===== config.mk =====
export PLATFORM = sky130hd
export DESIGN_NAME = io_console_flat
export DESIGN_NICKNAME = d
export VERILOG_FILES = /design/src/rtl/io_console_pkg.sv /design/src/rtl/io_console_if.sv /design/src/rtl/io_console_byte_fifo.sv /design/src/rtl/io_console.sv /design/src/flat_wrapper.sv
export VERILOG_INCLUDE_DIRS = /design/src /design/src/rtl
export SDC_FILE = /design/constraint.sdc
export NUM_CORES = 1
export LEC_CHECK = 0
export ABC_CLOCK_PERIOD_IN_PS = 2500
export CORE_MARGIN = 2
export CORE_UTILIZATION = 49
export DETAILED_ROUTE_END_ITERATION = 8
export HOLD_SLACK_MARGIN = 0.02
export PLACE_DENSITY = 0.75
export SETUP_SLACK_MARGIN = 0.3
export SLEW_MARGIN = 0
export SYNTH_ARGS = -nofsm -noshare
export SYNTH_HDL_FRONTEND = slang
export SYNTH_SLANG_ARGS = --single-unit

===== constraint.sdc =====
create_clock -name clk -period 2.5 [get_ports clk]
set_input_delay 0.375 -clock clk [delete_from_list [all_inputs] [get_ports clk]]
set_output_delay 0.375 -clock clk [all_outputs]
set_load 0.05 [all_outputs]

===== src/rtl/defines.vh =====
`ifndef IO_CONSOLE_DEFINES_VH
`define IO_CONSOLE_DEFINES_VH

// CPU word width seen on io_in / io_out.
`define WORD_SIZE 16
// Host-side byte width.
`define IO_BYTE_W 8
// Default number of entries in each byte FIFO (power of two, >= 2).
`define IO_FIFO_DEPTH_DEF 4

`endif


===== src/rtl/io_console_pkg.sv =====
// Purpose: shared widths, byte type and helpers for the io_console slice.
// Latency: n/a (types and constants only).
// Backpressure: n/a.
`include "defines.vh"

package io_console_pkg;

    localparam int WORD_W         = `WORD_SIZE;
    localparam int BYTE_W         = `IO_BYTE_W;
    localparam int DEF_FIFO_DEPTH = `IO_FIFO_DEPTH_DEF;

    typedef logic [BYTE_W-1:0] byte_t;
    typedef logic [WORD_W-1:0] word_t;

    // Widen a host byte into a CPU word with zeros above the byte.
    function automatic word_t zext_byte(input byte_t b);
        return {{(WORD_W-BYTE_W){1'b0}}, b};
    endfunction

endpackage


===== src/rtl/io_console_if.sv =====
// Purpose: bundles the CPU access port and the host RX/TX byte streams.
// Latency: n/a (wires only).
// Backpressure: rx_ready/tx_ready valid-ready handshakes, io_busy retry for the CPU.
interface io_console_if;
    import io_console_pkg::*;

    // CPU side
    logic  in_read;
    logic  out_write;
    word_t io_out;
    word_t io_in;
    logic  eof;
    logic  io_busy;

    // Host side
    byte_t rx_data;
    logic  rx_valid;
    logic  rx_ready;
    logic  rx_eof;
    byte_t tx_data;
    logic  tx_valid;
    logic  tx_ready;

    // Driver of the console: CPU and host.
    modport master (
        output in_read, out_write, io_out, rx_data, rx_valid, rx_eof, tx_ready,
        input  io_in, eof, io_busy, rx_ready, tx_data, tx_valid
    );

    // The console itself.
    modport slave (
        input  in_read, out_write, io_out, rx_data, rx_valid, rx_eof, tx_ready,
        output io_in, eof, io_busy, rx_ready, tx_data, tx_valid
    );
endinterface


===== src/rtl/io_console_byte_fifo.sv =====
// Purpose: small circular byte FIFO with occupancy counter and combinational head.
// Latency: push visible at head one cycle later; pop takes effect at the clock edge.
// Backpressure: push ignored when full, pop ignored when empty; full/empty are registered.
module byte_fifo
    import io_console_pkg::*;
#(
    parameter int DEPTH = DEF_FIFO_DEPTH
) (
    input  logic  clk,
    input  logic  rst,
    input  logic  push,
    input  byte_t push_dat,
    input  logic  pop,
    output logic  full,
    output logic  empty,
    output byte_t head
);
    localparam int AW = (DEPTH > 1) ? $clog2(DEPTH) : 1;

    byte_t         mem [DEPTH];
    logic [AW-1:0] wr_ptr;
    logic [AW-1:0] rd_ptr;
    logic [AW:0]   count;
    logic          do_push;
    logic          do_pop;

    assign full    = (count == (AW+1)'(DEPTH));
    assign empty   = (count == '0);
    assign do_push = push && !full;
    assign do_pop  = pop && !empty;
    // An empty FIFO presents zero so downstream never sees stale bytes.
    assign head    = empty ? '0 : mem[rd_ptr];

    // Pointer and occupancy tracking; pointers wrap naturally at the power-of-two depth.
    always_ff @(posedge clk) begin
        if (rst) begin
            wr_ptr <= '0;
            rd_ptr <= '0;
            count  <= '0;
        end else begin
            if (do_push) wr_ptr <= wr_ptr + AW'(1);
            if (do_pop)  rd_ptr <= rd_ptr + AW'(1);
            case ({do_push, do_pop})
                2'b10:   count <= count + (AW+1)'(1);
                2'b01:   count <= count - (AW+1)'(1);
                default: count <= count;
            endcase
        end
    end

    // Storage needs no reset: occupancy alone decides what is valid.
    always_ff @(posedge clk) begin
        if (do_push) mem[wr_ptr] <= push_dat;
    end
endmodule


===== src/rtl/io_console.sv =====
// Purpose: CPU word console bridging host RX/TX byte streams through two byte FIFOs; optional echo via IO_CONSOLE_ECHO_EN.
// Latency: RX byte readable one cycle after acceptance; CPU write visible on tx one cycle later.
// Backpressure: rx_ready from registered RX occupancy and eof; io_busy asks the CPU to retry when RX empty or TX full.
module io_console
    import io_console_pkg::*;
#(
    parameter int IO_FIFO_DEPTH = DEF_FIFO_DEPTH
) (
    input  logic         clk,
    input  logic         rst,
    io_console_if.slave  bus
);
    logic  rx_full, rx_empty, rx_push, rx_pop;
    logic  tx_full, tx_empty, tx_push, tx_pop;
    byte_t rx_head, tx_head, tx_push_dat;
    logic  eof_seen;
    logic  rd_stall, wr_stall;
    logic  unused_io_hi;

    // Upper CPU word bits have nowhere to go on a byte stream.
    assign unused_io_hi = ^bus.io_out[WORD_W-1:BYTE_W];

    // Once the host has signalled end of input, no further bytes are taken.
    assign bus.rx_ready = !rx_full && !eof_seen;
    assign rx_push      = bus.rx_valid && bus.rx_ready;
    assign bus.io_in    = zext_byte(rx_head);
    assign bus.eof      = eof_seen && rx_empty;

    assign bus.tx_valid = !tx_empty;
    assign bus.tx_data  = tx_head;
    assign tx_pop       = bus.tx_valid && bus.tx_ready;

    assign bus.io_busy  = rd_stall || wr_stall;

    // CPU access arbitration: decides pops, pushes and stall terms from registered occupancy.
    always_comb begin
        rx_pop      = 1'b0;
        rd_stall    = 1'b0;
        wr_stall    = 1'b0;
        tx_push     = 1'b0;
        tx_push_dat = bus.io_out[BYTE_W-1:0];
`ifdef IO_CONSOLE_ECHO_EN
        // Echo needs a TX slot, so a read stalls when TX is full; the echo
        // claims the TX push port ahead of any CPU write.
        rx_pop   = bus.in_read && !rx_empty && !tx_full;
        rd_stall = bus.in_read && (rx_empty ? !eof_seen : tx_full);
        wr_stall = bus.out_write && (tx_full || rx_pop);
        tx_push  = rx_pop || (bus.out_write && !wr_stall);
        if (rx_pop) tx_push_dat = rx_head;
`else
        rx_pop   = bus.in_read && !rx_empty;
        rd_stall = bus.in_read && rx_empty && !eof_seen;
        wr_stall = bus.out_write && tx_full;
        tx_push  = bus.out_write && !tx_full;
`endif
    end

    // Sticky end-of-input flag, cleared only by reset.
    always_ff @(posedge clk) begin
        if (rst)             eof_seen <= 1'b0;
        else if (bus.rx_eof) eof_seen <= 1'b1;
    end

    byte_fifo #(.DEPTH(IO_FIFO_DEPTH)) u_rx_fifo (
        .clk      (clk),
        .rst      (rst),
        .push     (rx_push),
        .push_dat (bus.rx_data),
        .pop      (rx_pop),
        .full     (rx_full),
        .empty    (rx_empty),
        .head     (rx_head)
    );

    byte_fifo #(.DEPTH(IO_FIFO_DEPTH)) u_tx_fifo (
        .clk      (clk),
        .rst      (rst),
        .push     (tx_push),
        .push_dat (tx_push_dat),
        .pop      (tx_pop),
        .full     (tx_full),
        .empty    (tx_empty),
        .head     (tx_head)
    );
endmodule


===== src/flat_wrapper.sv =====
// flat-port wrapper written by rule: the top's interface ports become plain ports
module io_console_flat import io_console_pkg::*;
#(
    parameter int IO_FIFO_DEPTH = DEF_FIFO_DEPTH
)
  (clk, rst, bus_in_read, bus_out_write, bus_io_out, bus_rx_data, bus_rx_valid, bus_rx_eof, bus_tx_ready, bus_io_in, bus_eof, bus_io_busy, bus_rx_ready, bus_tx_data, bus_tx_valid);
  io_console_if bus_i ();
  input  logic clk;
  input  logic rst;
  input wire logic [$bits(bus_i.in_read)-1:0] bus_in_read;
  input wire logic [$bits(bus_i.out_write)-1:0] bus_out_write;
  input wire logic [$bits(bus_i.io_out)-1:0] bus_io_out;
  input wire logic [$bits(bus_i.rx_data)-1:0] bus_rx_data;
  input wire logic [$bits(bus_i.rx_valid)-1:0] bus_rx_valid;
  input wire logic [$bits(bus_i.rx_eof)-1:0] bus_rx_eof;
  input wire logic [$bits(bus_i.tx_ready)-1:0] bus_tx_ready;
  output wire logic [$bits(bus_i.io_in)-1:0] bus_io_in;
  output wire logic [$bits(bus_i.eof)-1:0] bus_eof;
  output wire logic [$bits(bus_i.io_busy)-1:0] bus_io_busy;
  output wire logic [$bits(bus_i.rx_ready)-1:0] bus_rx_ready;
  output wire logic [$bits(bus_i.tx_data)-1:0] bus_tx_data;
  output wire logic [$bits(bus_i.tx_valid)-1:0] bus_tx_valid;
  assign bus_i.in_read = bus_in_read;
  assign bus_i.out_write = bus_out_write;
  assign bus_i.io_out = bus_io_out;
  assign bus_i.rx_data = bus_rx_data;
  assign bus_i.rx_valid = bus_rx_valid;
  assign bus_i.rx_eof = bus_rx_eof;
  assign bus_i.tx_ready = bus_tx_ready;
  assign bus_io_in = bus_i.io_in;
  assign bus_eof = bus_i.eof;
  assign bus_io_busy = bus_i.io_busy;
  assign bus_rx_ready = bus_i.rx_ready;
  assign bus_tx_data = bus_i.tx_data;
  assign bus_tx_valid = bus_i.tx_valid;
  io_console #(.IO_FIFO_DEPTH(IO_FIFO_DEPTH)) u_core (.clk(clk), .rst(rst), .bus(bus_i));
endmodule

======== Word-level counts from Yosys, hierarchy flattened ========
Memory sizes are Yosys's and may differ from the RTL's. A register that Yosys moved wholly into a read port is not among the register bits.
Cells that the tools add are included.
word-level totals
  memory bits (writable) .................. 64
  word-level logic and storage cells ...... 58
  memories kept ........................... 2
  bits in registers ....................... 15
  input bits .............................. 31
  output and inout bits ................... 28
cells by class
  add/sub/neg operators ................... 8
  equality and inequality tests ........... 6
  reductions and logical operators ........ 23
  multiplexer cells ....................... 12
memories
  name                  depth  width  read ports  clocked after Yosys merged registers in  wr ports  line                        source
  u_core.u_rx_fifo.mem  4      8      1           1                                        1         io_console_byte_fifo.sv:20  byte_t mem [DEPTH];
  u_core.u_tx_fifo.mem  4      8      1           1                                        1         io_console_byte_fifo.sv:20
operator list
  cell                                                 count
  two-way mux 8 bit                                    2
  logical AND 1 bit                                    13
  case mux 3 bit (2 select lines)                      2
  adder 2 x 1 -> 2 bit, second input constant          4
  two-way mux 2 bit                                    4
  adder 3 x 1 -> 3 bit, second input constant          2
  equality test 3 bit, second input constant           2
  zero test 3 bit                                      2
  subtractor 3 x 1 -> 3 bit, second input constant     2
  zero test 1 bit                                      5
  equality test 2 x 1 -> 1 bit, second input constant  2
  equality test 2 bit, second input constant           2
  two-way mux 1 bit                                    4
  nonzero test 2 bit                                   2
  logical OR 1 bit                                     1

======== Logic depth before layout (Yosys ltp) ========
Gate-level depths: netlist of the first run.
  depth after elaboration ................. 7
  gate-level depth with buffers ........... 9
  mapped depth without buffers ............ 9

======== Modules after synthesis ========
From an unflattened synthesis of the first run, not the netlist that was laid out.
second synthesis, totals
  cells, all modules ...................... 232
  area total of the unflattened synthesis .. 3,577.2 sq um
by module, submodules not included
  module      sequential area each (sq um)  times used  area an instance (sq um)  cells each
  byte_fifo   1,141.1                       2           1,715.4                   105
  io_console  20.0                          1           146.4                     22

======== Worst setup path after synthesis of the first run ========
No wires, ideal clock.
  kind .................................... register -> register
  start point ............................. reg u_core.u_rx_fifo.count[0]
  end point ............................... reg u_core.u_rx_fifo.count[2]
  arrival ................................. 1.864 ns
  setup slack ............................. 0.566 ns
  library setup time ...................... 0.070 ns
  clock period less this slack ............ 1.934 ns
  required time ........................... 2.430 ns
  stages on the path, launching flop included .. 10
  path buffers ............................ 0
  path through ............................ dfxtp_1 -> nor2_1 -> a21oi_4 -> inv_1 -> ha_1 -> inv_1 -> fa_1 -> xor2_1 -> or3_1 -> a21oi_1
on the way
  longest elaborated chain between the ends .. 7
  elaborated cells between the ends (all ways) .. 15
  those cells by class .................... 2 x add/sub; 3 x eq/ne; 1 x mux; 9 x reduce/logical
ends and longest elaborated chain
  element                                                                       line                                          source
  from (decl)                                                                   io_console_byte_fifo.sv:23                    logic [AW:0] count;
  from (signal assigned)                                                        io_console_byte_fifo.sv:44                    2'b10: count <= count + (AW+1)'(1);
  from (signal assigned)                                                        io_console_byte_fifo.sv:45                    2'b01: count <= count - (AW+1)'(1);
  from (signal assigned)                                                        io_console_byte_fifo.sv:46                    default: count <= count;
  equality test 3 bit                                                           io_console_byte_fifo.sv:27                    assign full = (count == (AW+1)'(DEPTH));
  zero test 1 bit                                                               io_console_byte_fifo.sv:29, io_console.sv:24
  logical AND 1 bit                                                             io_console.sv:24                              assign bus.rx_ready = !rx_full && !eof_seen;
  logical AND 1 bit                                                             io_console.sv:25                              assign rx_push = bus.rx_valid && bus.rx_ready;
  logical AND 1 bit                                                             io_console_byte_fifo.sv:29                    assign do_push = push && !full;
  equality test 2 x 1 -> 1 bit / equality test 2 bit (equally long branches)    io_console_byte_fifo.sv:43                    case ({do_push, do_pop})
  case mux 3 bit (2 select lines) / nonzero test 2 bit (equally long branches)  n/a
Several ways; a longest one is shown, not always the timed one.
A chain may end at the register's enable or synchronous reset.

==> impl_results.md, run 1 <==
* CTS H-Tree Depth at 3
* Pin count of the biggest net entering global routing at 16
* # fillers at roughly 530
* Post-DR vias/cell at around 4.9
* Class of the tightest hold or removal check: reg2reg
* Worst-path cell chain: mux4_2 > nor2b_1 > buf_4
* I/O pin count at 59
* Antenna Diode Count at 0
* Worst r2r src: u_core.u_rx_fifo.count[0]
* Via count at 1,835
* Bufs and invs on worst path at 1
* Layout-stage area growth over the synthesis result at 19.21%
* Family of cells with the greatest summed delay on the critical path: multiplexers
* Number of endpoints failing setup at the final stage at 0
* Post-cts repair resize count at 2
* Number of flops mapped to enable cells by yosys at 64
* Share of async-settable or async-resettable flops after synthesis at 0%
* Iteration-0 DRC count of the detailed router at 55
* CP arrival at ~1700 ps
* Count of antenna-violating nets left after detailed routing at 0
* Crit path kind: reg2out
* Total half-perimeter wirelength after legalization and detailed placement at between 3 and 4 mm
* Detailed-routing iteration count for the pre-antenna-repair pass at 4
* Clk pin slew, worst setup/hold paths at around 80 ps
* Reg-to-reg slack, setup at roughly 470 ps
* Maximum fanout along the worst path at 8
* Data required time at the worst endpoint at roughly 2100 ps
* Crit. End Element: output port
* Number of antenna violations at the first check in global routing at 0
* Cell with the largest stage delay on the worst path: sky130_fd_sc_hd__mux4_2
* Post-CTS repair timing setup buffer count at 0
* Clock Power Share at about 21%
* Run status: completed
* Total number of nets in the final design at 320
* Std-Cell Core Area at 6869 µm²
* # hold bufs at CTS at 0
* Hold_sp: u_core.u_rx_fifo.rd_ptr[1]
* Most used cells in the layout excluding fill and tap cells: 64 x sky130_fd_sc_hd__edfxtp_1, 23 x sky130_fd_sc_hd__buf_4, 22 x sky130_fd_sc_hd__clkdlybuf4s50_1
* DRC violation count after routing at 0
* Area taken by multi-input logic gates at about 1100 µm²
* Net Switching at about 1700 µW
* Width of the die at around 89 µm
* Total Negative Setup Slacks at 0 ps
* Unique cell type count in the Yosys netlist at 32
* CTS sink count at 83
* Stage delay of the slowest cell on the critical path at ~550 ps
* Layout Utilization at 60.93%
* Cell area power density at ~1100 nW/µm²
* Number of buffers on the longest clock path at 2
* Post-synthesis sequential element count at 83
* Critical Path Source Type: flop
* Design Power at about 4400 µW
* Latest clock arrival within the worst-skew pair at 340 ps
* Share of cells above drive strength 1 at around 22%
* Setup repair after global routing missed its margin: no
* Synthesized area divided by synthesized cell count at about 15 µm²
* First-pass GRT wire length at 8.431 mm
* Share of the yosys chip area belonging to registers at 65.57%
* Max-capacitance violation count at 0
* Routed wire length at between 5 and 6 mm
* Portion of total power attributed to combinational logic at 39.1%
* Vias in the first global route at roughly 1,800
* Per-cell routed wire length at 13.90 µm
* Overall routing resource usage at between 10% and 20%
* Vert. Die Dim at about 89 µm
* Ys Warns at 0
* CTS root buf: sky130_fd_sc_hd__clkbuf_8
* Number of failing hold endpoints at the final stage at 0
* Total CTS buffers at 9
* Total count of max-transition violations in the final report at 0
* Fin crit share at between 80 and 90%
* Starting utilization of the core area at approximately half
* Sequential Power Share at 40.4%
* Commonest non-fill, non-tap cell in the layout: sky130_fd_sc_hd__edfxtp_1
* Final weighted congestion of routability-driven global placement at approximately 0.8
* Die area at 7858 µm²
* Worst vdd ir at about 0.42 mV
* Std-Cell Rows at 30
* Worst clock skew at 11.70 ps
* Total internal power at ~2800 µW
* Gate count after technology mapping at 227
* FMAX at approximately 480 MHz
* Switching Share at 37.37%
* CTS tree: built
* Cell area after synthesis at 3511 µm²
* Global route overflow at 0
* Final critical-path required period at 2100 ps
* FF/Latch Area at 2303 µm²
* Leak Pwr at between 0.001 and 0.0015 µW
* IO buf count at between 40 and 50
* Most used flip-flop cell after synthesis: sky130_fd_sc_hd__edfxtp_1
-- per-layer routing --
layer | routed length, µm | up-vias | track usage, %
met5 | 0 | - | 0
met4 | 62 | 0 | 7.025
met3 | 196 | 4 | 3.451
met2 | 2662 | 40 | 24.49
met1 | 2333 | 896 | 18.33
li1 | - | 895 | -
-- sequential cells by signal, indices dropped and copies added (netlist names), named ones only --
name / flops
u_core.u_tx_fifo.rd_ptr: 2
u_core.u_rx_fifo.mem: 32
u_core.u_rx_fifo.count: 3
u_core.u_tx_fifo.wr_ptr: 2
u_core.u_rx_fifo.wr_ptr: 2
u_core.u_rx_fifo.rd_ptr: 2
u_core.eof_seen: 1
u_core.u_tx_fifo.count: 3
u_core.u_tx_fifo.mem: 32
-- power groups by stage --
stage	clock, µW	sequential [µW]	combinational (µW)
floorplan	0	1750	1340
global placement	0	1810	1730
detailed placement	0	1820	1750
CTS	933	1790	1760
global route	990	1820	1870
finish	910	1790	1740
-- cell families (layout without fill, tap and decap cells) --
family,count (synthesis),in the layout,synth area share [%]
AO/OA/AOI/OAI,15,15,2.779
buffers and inverters,31,79,4.775
adder cells (fa/ha/maj),12,12,4.704
other,1,8,0.1068
AND/OR/NAND/NOR,59,59,9.087
XOR/XNOR,6,6,1.497
flip-flops,83,83,65.57
multiplexers,20,20,11.48
-- cell usage after synthesis, drive strengths merged (2+ instances only) --
cell	count	share of area, %
edfxtp	64	55
dfxtp	19	11
nor2	18	1.9
mux4	16	10
nor2b	16	2.9
inv	15	1.6
buf	13	2.8
ha	10	3.6
and2	9	1.6
a21oi	8	1.5
xor2	6	1.5
nand2b	5	0.89
o21ai	4	0.57
or3	4	0.71
clkbuf	3	0.39
nand2	3	0.32
fa	2	1.1
mux2	2	0.64
mux2i	2	0.57
nor3	2	0.43
o31ai	2	0.43
-- tightest hold or removal path, cell delays in order, from the launching register on --
cell	delay (ps)
sky130_fd_sc_hd__dfxtp_1	310
sky130_fd_sc_hd__o21ai_0	70
sky130_fd_sc_hd__a21oi_1	70
-- final cells by class --
cell class / instances / share of cell area [%]
tap: 96 / 2.870
clock buffer: 10 / 3.049
sequential: 83 / 55.04
clock inverter: 6 / 1.525
timing repair buffer: 48 / 10.55
multi-input combinational: 120 / 25.62
inverter: 15 / 1.345
-- final timing paths --
| path | end | cells past startpoint |
|---|---|---|
| worst max-delay path | bus_tx_data[7] | 3 |
| worst max register to register | u_core.u_rx_fifo.count[2] | 9 |
| worst min-delay path | flop | 2 |
| worst min register to register | flop | 2 |
-- per-stage QoR --
stage / cell area [µm²] / cells / setup slack (ps) / hold slack [ps]
floorplan: 3537 / 234 / 565.9 / 459.1
global placement: 3989 / 362 / 190.1 / 472.5
detailed placement: 3989 / 362 / 135.2 / 487.2
CTS: 4180 / 378 / 352.0 / 503.5
global route: 4185 / 378 / 309.8 / 552.4
finish: 4185 / 378 / 400.4 / 499.4
(Power assumes the default switching activity.)
==> inputs of run 2 (changes only) <==
--- a/config.mk
+++ b/config.mk
@@ -6,12 +6,12 @@
 export SDC_FILE = /design/constraint.sdc
 export NUM_CORES = 1
 export LEC_CHECK = 0
-export ABC_CLOCK_PERIOD_IN_PS = 2500
+export ABC_CLOCK_PERIOD_IN_PS = 1900
 export CORE_MARGIN = 2
-export CORE_UTILIZATION = 49
+export CORE_UTILIZATION = 48
 export DETAILED_ROUTE_END_ITERATION = 8
 export HOLD_SLACK_MARGIN = 0.02
-export PLACE_DENSITY = 0.75
+export PLACE_DENSITY = 0.76
 export SETUP_SLACK_MARGIN = 0.3
 export SLEW_MARGIN = 0
 export SYNTH_ARGS = -nofsm -noshare
==> constraint.sdc (replaced) <==
create_clock -name clk -period 1.9 [get_ports clk]
set_input_delay 0.285 -clock clk [delete_from_list [all_inputs] [get_ports clk]]
set_output_delay 0.285 -clock clk [all_outputs]
set_load 0.05 [all_outputs]
==> impl_results.md, run 2 (synthesized netlist as in run 1, its figures left out) <==
* Share of cells above drive strength 1 at about two fifths
* CTS sink count at 83
* Latest clock arrival within the worst-skew pair at 360 ps
* Total length of routed met3 wires at between 200 and 250 µm
* Total count of max-transition violations in the final report at 0
* CTS root buf: sky130_fd_sc_hd__clkbuf_8
* Final critical-path required period at 1933 ps
* Number of antenna violations at the first check in global routing at 0
* DRC violation count after routing at 0
* Iteration-0 DRC count of the detailed router at around 110
* # fillers at between 500 and 600
* Wl on met1 at around 2.5 mm
* Per-cell routed wire length at approximately 15 µm
* Crit. End Element: output port
* Max-capacitance violation count at 0
* Width of the die at between 80 and 90 µm
* Layout-stage area growth over the synthesis result at 35.42%
* Run status: finished, violations left
* Pin count of the biggest net entering global routing at 16
* Number of failing hold endpoints at the final stage at 0
* Fin crit share at 101.8%
* Worst clock skew at between 7 and 8 ps
* Routed wire length at around 5.9 mm
* Max Used Layer: met4
* First-pass GRT wire length at 8.976 mm
* Routed length on met2 at about 3 mm
* Number of buffers on the longest clock path at 2
* Via count at a little under 2,000
* Std-Cell Core Area at between 7000 and 8000 µm²
* Final weighted congestion of routability-driven global placement at roughly 0.77
* IO buf count at 42
* Commonest non-fill, non-tap cell in the layout: sky130_fd_sc_hd__edfxtp_1
* Summed area of non-filler cells in the final layout at 4755 µm²
* Number of endpoints failing setup at the final stage at 10
* CP arrival at 1650 ps
* Total number of nets in the final design at 343
* Starting utilization of the core area at between 40% and 50%
* Cell Area, Placed at roughly 4300 µm²
* Antenna Diode Count at 0
* Crit path kind: reg2out
* Setup repair after global routing missed its margin: yes
* CTS tree: built
* Vias in the first global route at between 1,500 and 2,000
* Die area at 8015 µm²
* # hold bufs at CTS at 0
* Post-DR vias/cell at 4.916
* Count of antenna-violating nets left after detailed routing at 0
* Maximum fanout along the worst path at 8
* Area taken by multi-input logic gates at 1262 µm²
* CTS H-Tree Depth at 3
* FMAX at slightly above 500 MHz
* Final worst setup slack at -33.37 ps
* Detailed-routing iteration count for the pre-antenna-repair pass at 4
* Leak Pwr at ~0.0017 µW
* FF/Latch Area at 2326 µm²
* I/O pin count at 59
* Total CTS buffers at 9
* Worst vdd ir at approximately 0.71 mV
* Class of the tightest hold or removal check: in2reg
* Layout Utilization at between 60% and 70%
* Most used cells in the layout excluding fill and tap cells: 64 x sky130_fd_sc_hd__edfxtp_1, 22 x sky130_fd_sc_hd__clkdlybuf4s50_1, 19 x sky130_fd_sc_hd__buf_6
* Overall routing resource usage at 15.62%
* Total half-perimeter wirelength after legalization and detailed placement at approximately 4.0 mm
* Std-Cell Rows at 31
* Critical Path Source Type: flop
* Global route overflow at 0
* Cell area power density at approximately 1400 nW/µm²
* Violated checks: setup timing
* Data required time at the worst endpoint at between 1500 and 2000 ps
* Clk pin slew, worst setup/hold paths at 80 ps
* Vert. Die Dim at ~90 µm
* Largest registers: u_core.u_rx_fifo.mem x32, u_core.u_tx_fifo.mem x32
run 2: final cells by class:
cell class                 count  share of cell area [%]
clock buffer                  10                   2.684
sequential                    83                   48.92
timing repair buffer          71                   17.03
inverter                      15                   1.184
tap                           99                   2.605
clock inverter                 6                   1.026
multi-input combinational    120                   26.55
run 2: routing by layer:
metal / GRT usage, % / up-vias
met1: 19.22 / 982
met2: 25.72 / 50
met3: 2.585 / 11
met4: 9.769 / 0
met5: 0 / -
li1: - / 943
run 2: per-stage QoR:
stage / setup slack (ps) / setup TNS (ps) / instances / total power, µW / hold WS (ps)
after floorplan: 142.9 / 0 / 234 / 4214 / 383.9
after global placement: -204.6 / -539.7 / 379 / 5030 / 471.0
after detailed placement: -242.4 / -658.1 / 379 / 5081 / 481.7
after CTS: -53.97 / -553.3 / 398 / 6605 / 490.3
after global routing: -76.45 / -1012 / 404 / 7029 / 521.4
final: -33.37 / -161.7 / 404 / 6704 / 490.0
run 2: where the power goes:
part	internal, µW	switching (µW)
logic	1470	1720
registers	2200	191
clock network	488	640
total	4160	2550
run 2: path summary, 6_finish.rpt:
path / from / to / slack (ps) / cells after the start
min: bus_rx_eof / u_core.eof_seen / 490 / 3
max reg2reg: u_core.u_rx_fifo.count[0] / u_core.u_rx_fifo.count[2] / 50 / 9
max: flop / bus_tx_data[0] / -30 / 4
min reg2reg: u_core.u_rx_fifo.rd_ptr[1] / u_core.u_rx_fifo.rd_ptr[1] / 490 / 2
run 2: what timing repair did:
item                       4_1_cts  5_1_grt
gates resized for setup         40       10
setup endpoints to repair       23       23
pin swaps                        2        4
gates cloned                     0        0
buffers inserted                 3        6
run 2: worst max-delay path: stages (launching register included):
cell and delay (ps):
sky130_fd_sc_hd__dfxtp_2 350, sky130_fd_sc_hd__buf_12 140, sky130_fd_sc_hd__mux4_2 520, sky130_fd_sc_hd__nor2b_4 140
sky130_fd_sc_hd__buf_6 150
==> inputs of run 3 (changes only) <==
--- a/config.mk
+++ b/config.mk
@@ -8,10 +8,10 @@
 export LEC_CHECK = 0
 export ABC_CLOCK_PERIOD_IN_PS = 1900
 export CORE_MARGIN = 2
-export CORE_UTILIZATION = 48
+export CORE_UTILIZATION = 40
 export DETAILED_ROUTE_END_ITERATION = 8
 export HOLD_SLACK_MARGIN = 0.02
-export PLACE_DENSITY = 0.76
+export PLACE_DENSITY = 0.65
 export SETUP_SLACK_MARGIN = 0.3
 export SLEW_MARGIN = 0
 export SYNTH_ARGS = -nofsm -noshare
==> impl_results.md, run 3 (synthesized netlist as in run 1, its figures left out) <==
* Run status: finished, violations left
* Violated checks: setup timing
* Total count of max-transition violations in the final report at 0
* Clock Power Share at about a fifth
* Post-DR vias/cell at 4.759
* CTS root buf: sky130_fd_sc_hd__clkbuf_8
* Total half-perimeter wirelength after legalization and detailed placement at 4.021 mm
* Clk pin slew, worst setup/hold paths at ~90 ps
* Most used cells in the layout excluding fill and tap cells: 64 x sky130_fd_sc_hd__edfxtp_1, 20 x sky130_fd_sc_hd__clkdlybuf4s50_1, 20 x sky130_fd_sc_hd__buf_4
* FMAX at roughly 520 MHz
* Cell area power density at around 1400 nW/µm²
* CTS H-Tree Depth at 3
* Die area at roughly 9500 µm²
* I/O pin count at just under 60
* Design Power at between 6000 and 7000 µW
* Routed wire length at around 6 mm
* Number of endpoints failing setup at the final stage at 8
* Final critical-path required period at 1920 ps
* Via count at 1,975
* Vias in the first global route at 2,029
* Crit. End Element: output port
* Final weighted congestion of routability-driven global placement at approximately 0.77
* Share of cells above drive strength 1 at around 43%
* Detailed-routing iteration count for the pre-antenna-repair pass at 4
* Std-Cell Core Area at around 8600 µm²
* Overall routing resource usage at around 14%
* Setup repair after global routing missed its margin: yes
* Starting utilization of the core area at approximately 41%
* Iteration-0 DRC count of the detailed router at 56
* Std-Cell Rows at 34
* Net Switching at 2624 µW
* CTS tree: built
* Antenna Diode Count at 0
* Critical Path Source Type: flop
* First-pass GRT wire length at 10.07 mm
* Worst clock skew at ~7.4 ps
* Crit path kind: reg2out
* Per-cell routed wire length at around 15 µm
* Final worst setup slack at -19.81 ps
* Vert. Die Dim at approximately 100 µm
* Total CTS buffers at 9
* Maximum fanout along the worst path at 8
* IO buf count at 42
* Fin crit share at 101.0%
* Number of failing hold endpoints at the final stage at 0
* Width of the die at 97.69 µm
* Class of the tightest hold or removal check: in2reg
* CTS sink count at 83
* # fillers at 708
* CP arrival at roughly 1600 ps
* Max-capacitance violation count at 0
* Commonest non-fill, non-tap cell in the layout: sky130_fd_sc_hd__edfxtp_1
* Leak Pwr at 0.001785 µW
* Pin count of the biggest net entering global routing at 17
* Total number of nets in the final design at between 300 and 400
* Total internal power at 4347 µW
* Number of buffers on the longest clock path at 2
* Switching Share at between 30 and 40%
* Global route overflow at 0
* Portion of total power attributed to combinational logic at a little under half
* Sequential Power Share at 34.4%
* Data required time at the worst endpoint at around 1600 ps
* Worst vdd ir at 0.6048 mV
* Largest registers: u_core.u_rx_fifo.mem x32, u_core.u_tx_fifo.mem x32
* Number of antenna violations at the first check in global routing at 0
* Layout Utilization at ~56%
* Latest clock arrival within the worst-skew pair at 350 ps
* Count of antenna-violating nets left after detailed routing at 0
* Worst Setup Slack post-DPL at -260.2 ps
* DRC violation count after routing at 0
* Layout-stage area growth over the synthesis result at 37.78%
run 3: cell count changes in the layout (fill, tap and decap cells not counted), sizes merged:
| cell | before | now |
|---|---|---|
| clkbuf | 10 | 9 |
| clkinv | 0 | 2 |
| dlymetal6s2s | 0 | 2 |
| clkdlybuf4s50 | 22 | 20 |
| bufinv | 0 | 1 |
| clkinvlp | 3 | 1 |
| buf | 49 | 51 |
run 3: cell type report:
type / count / area (µm²) / area share [%]
clock buffer: 9 / 123.9 / 2.561
clock inverter: 7 / 83.83 / 1.733
inverter: 15 / 58.81 / 1.216
multi-input combinational: 120 / 1299 / 26.85
sequential: 83 / 2327 / 48.11
tap: 108 / 135.1 / 2.794
timing repair buffer: 73 / 809.5 / 16.74
run 3: final timing paths:
| check | start | end | slack [ps] | cells past startpoint |
|---|---|---|---|---|
| min | bus_tx_ready | u_core.u_tx_fifo.rd_ptr[1] | 410 | 4 |
| min reg2reg | u_core.u_rx_fifo.rd_ptr[1] | u_core.u_rx_fifo.rd_ptr[1] | 500 | 2 |
| max reg2reg | u_core.u_rx_fifo.count[1] | u_core.u_rx_fifo.count[2] | 90 | 9 |
| max | flop | bus_tx_data[4] | -20 | 4 |
run 3: per-layer routing:
layer | part of all wire [%] | global-route usage, % | wire [µm] | vias to the layer above
met3 | 3.7 | 4.676 | 226 | 11
met4 | 2.0 | 5.876 | 125 | 0
met5 | 0 | 0 | 0 | -
li1 | - | - | - | 948
met2 | 49 | 22.07 | 3023 | 41
met1 | 45 | 17.13 | 2792 | 975
run 3: timing repair:
action / 4_1_cts / 5_1_grt
gates cloned: 0 / 1
buffers inserted: 5 / 1
resized for setup: 43 / 21
setup endpoints to repair: 23 / 23
pin swaps: 6 / 4
hold buffers: 0 / 0
run 3: critical path: stages, from the launching register on:
cell                      delay (ps)
sky130_fd_sc_hd__dfxtp_2         350
sky130_fd_sc_hd__buf_12          140
sky130_fd_sc_hd__mux4_2          510
sky130_fd_sc_hd__nor2b_4         140
sky130_fd_sc_hd__buf_6           150
run 3: power groups by stage:
stage / sequential, µW / clock [µW] / combinational (µW)
6_report: 2400 / 1300 / 3270
5_1_grt: 2430 / 1410 / 3480
4_1_cts: 2390 / 1340 / 3110
3_5_place_dp: 2390 / 0 / 2700
3_3_place_gp: 2380 / 0 / 2680
2_1_floorplan: 2330 / 0 / 1880
run 3: stage by stage:
stage	instance area (µm²)	std cells	setup TNS [ps]	hold slack, ps
4_1_cts	4748	413	-533.5	484.5
5_1_grt	4837	415	-990.3	408.7
3_3_place_gp	4328	392	-551.6	471.5
2_1_floorplan	3623	234	0	383.9
6_report	4837	415	-82.71	408.1
3_5_place_dp	4328	392	-683.1	483.8
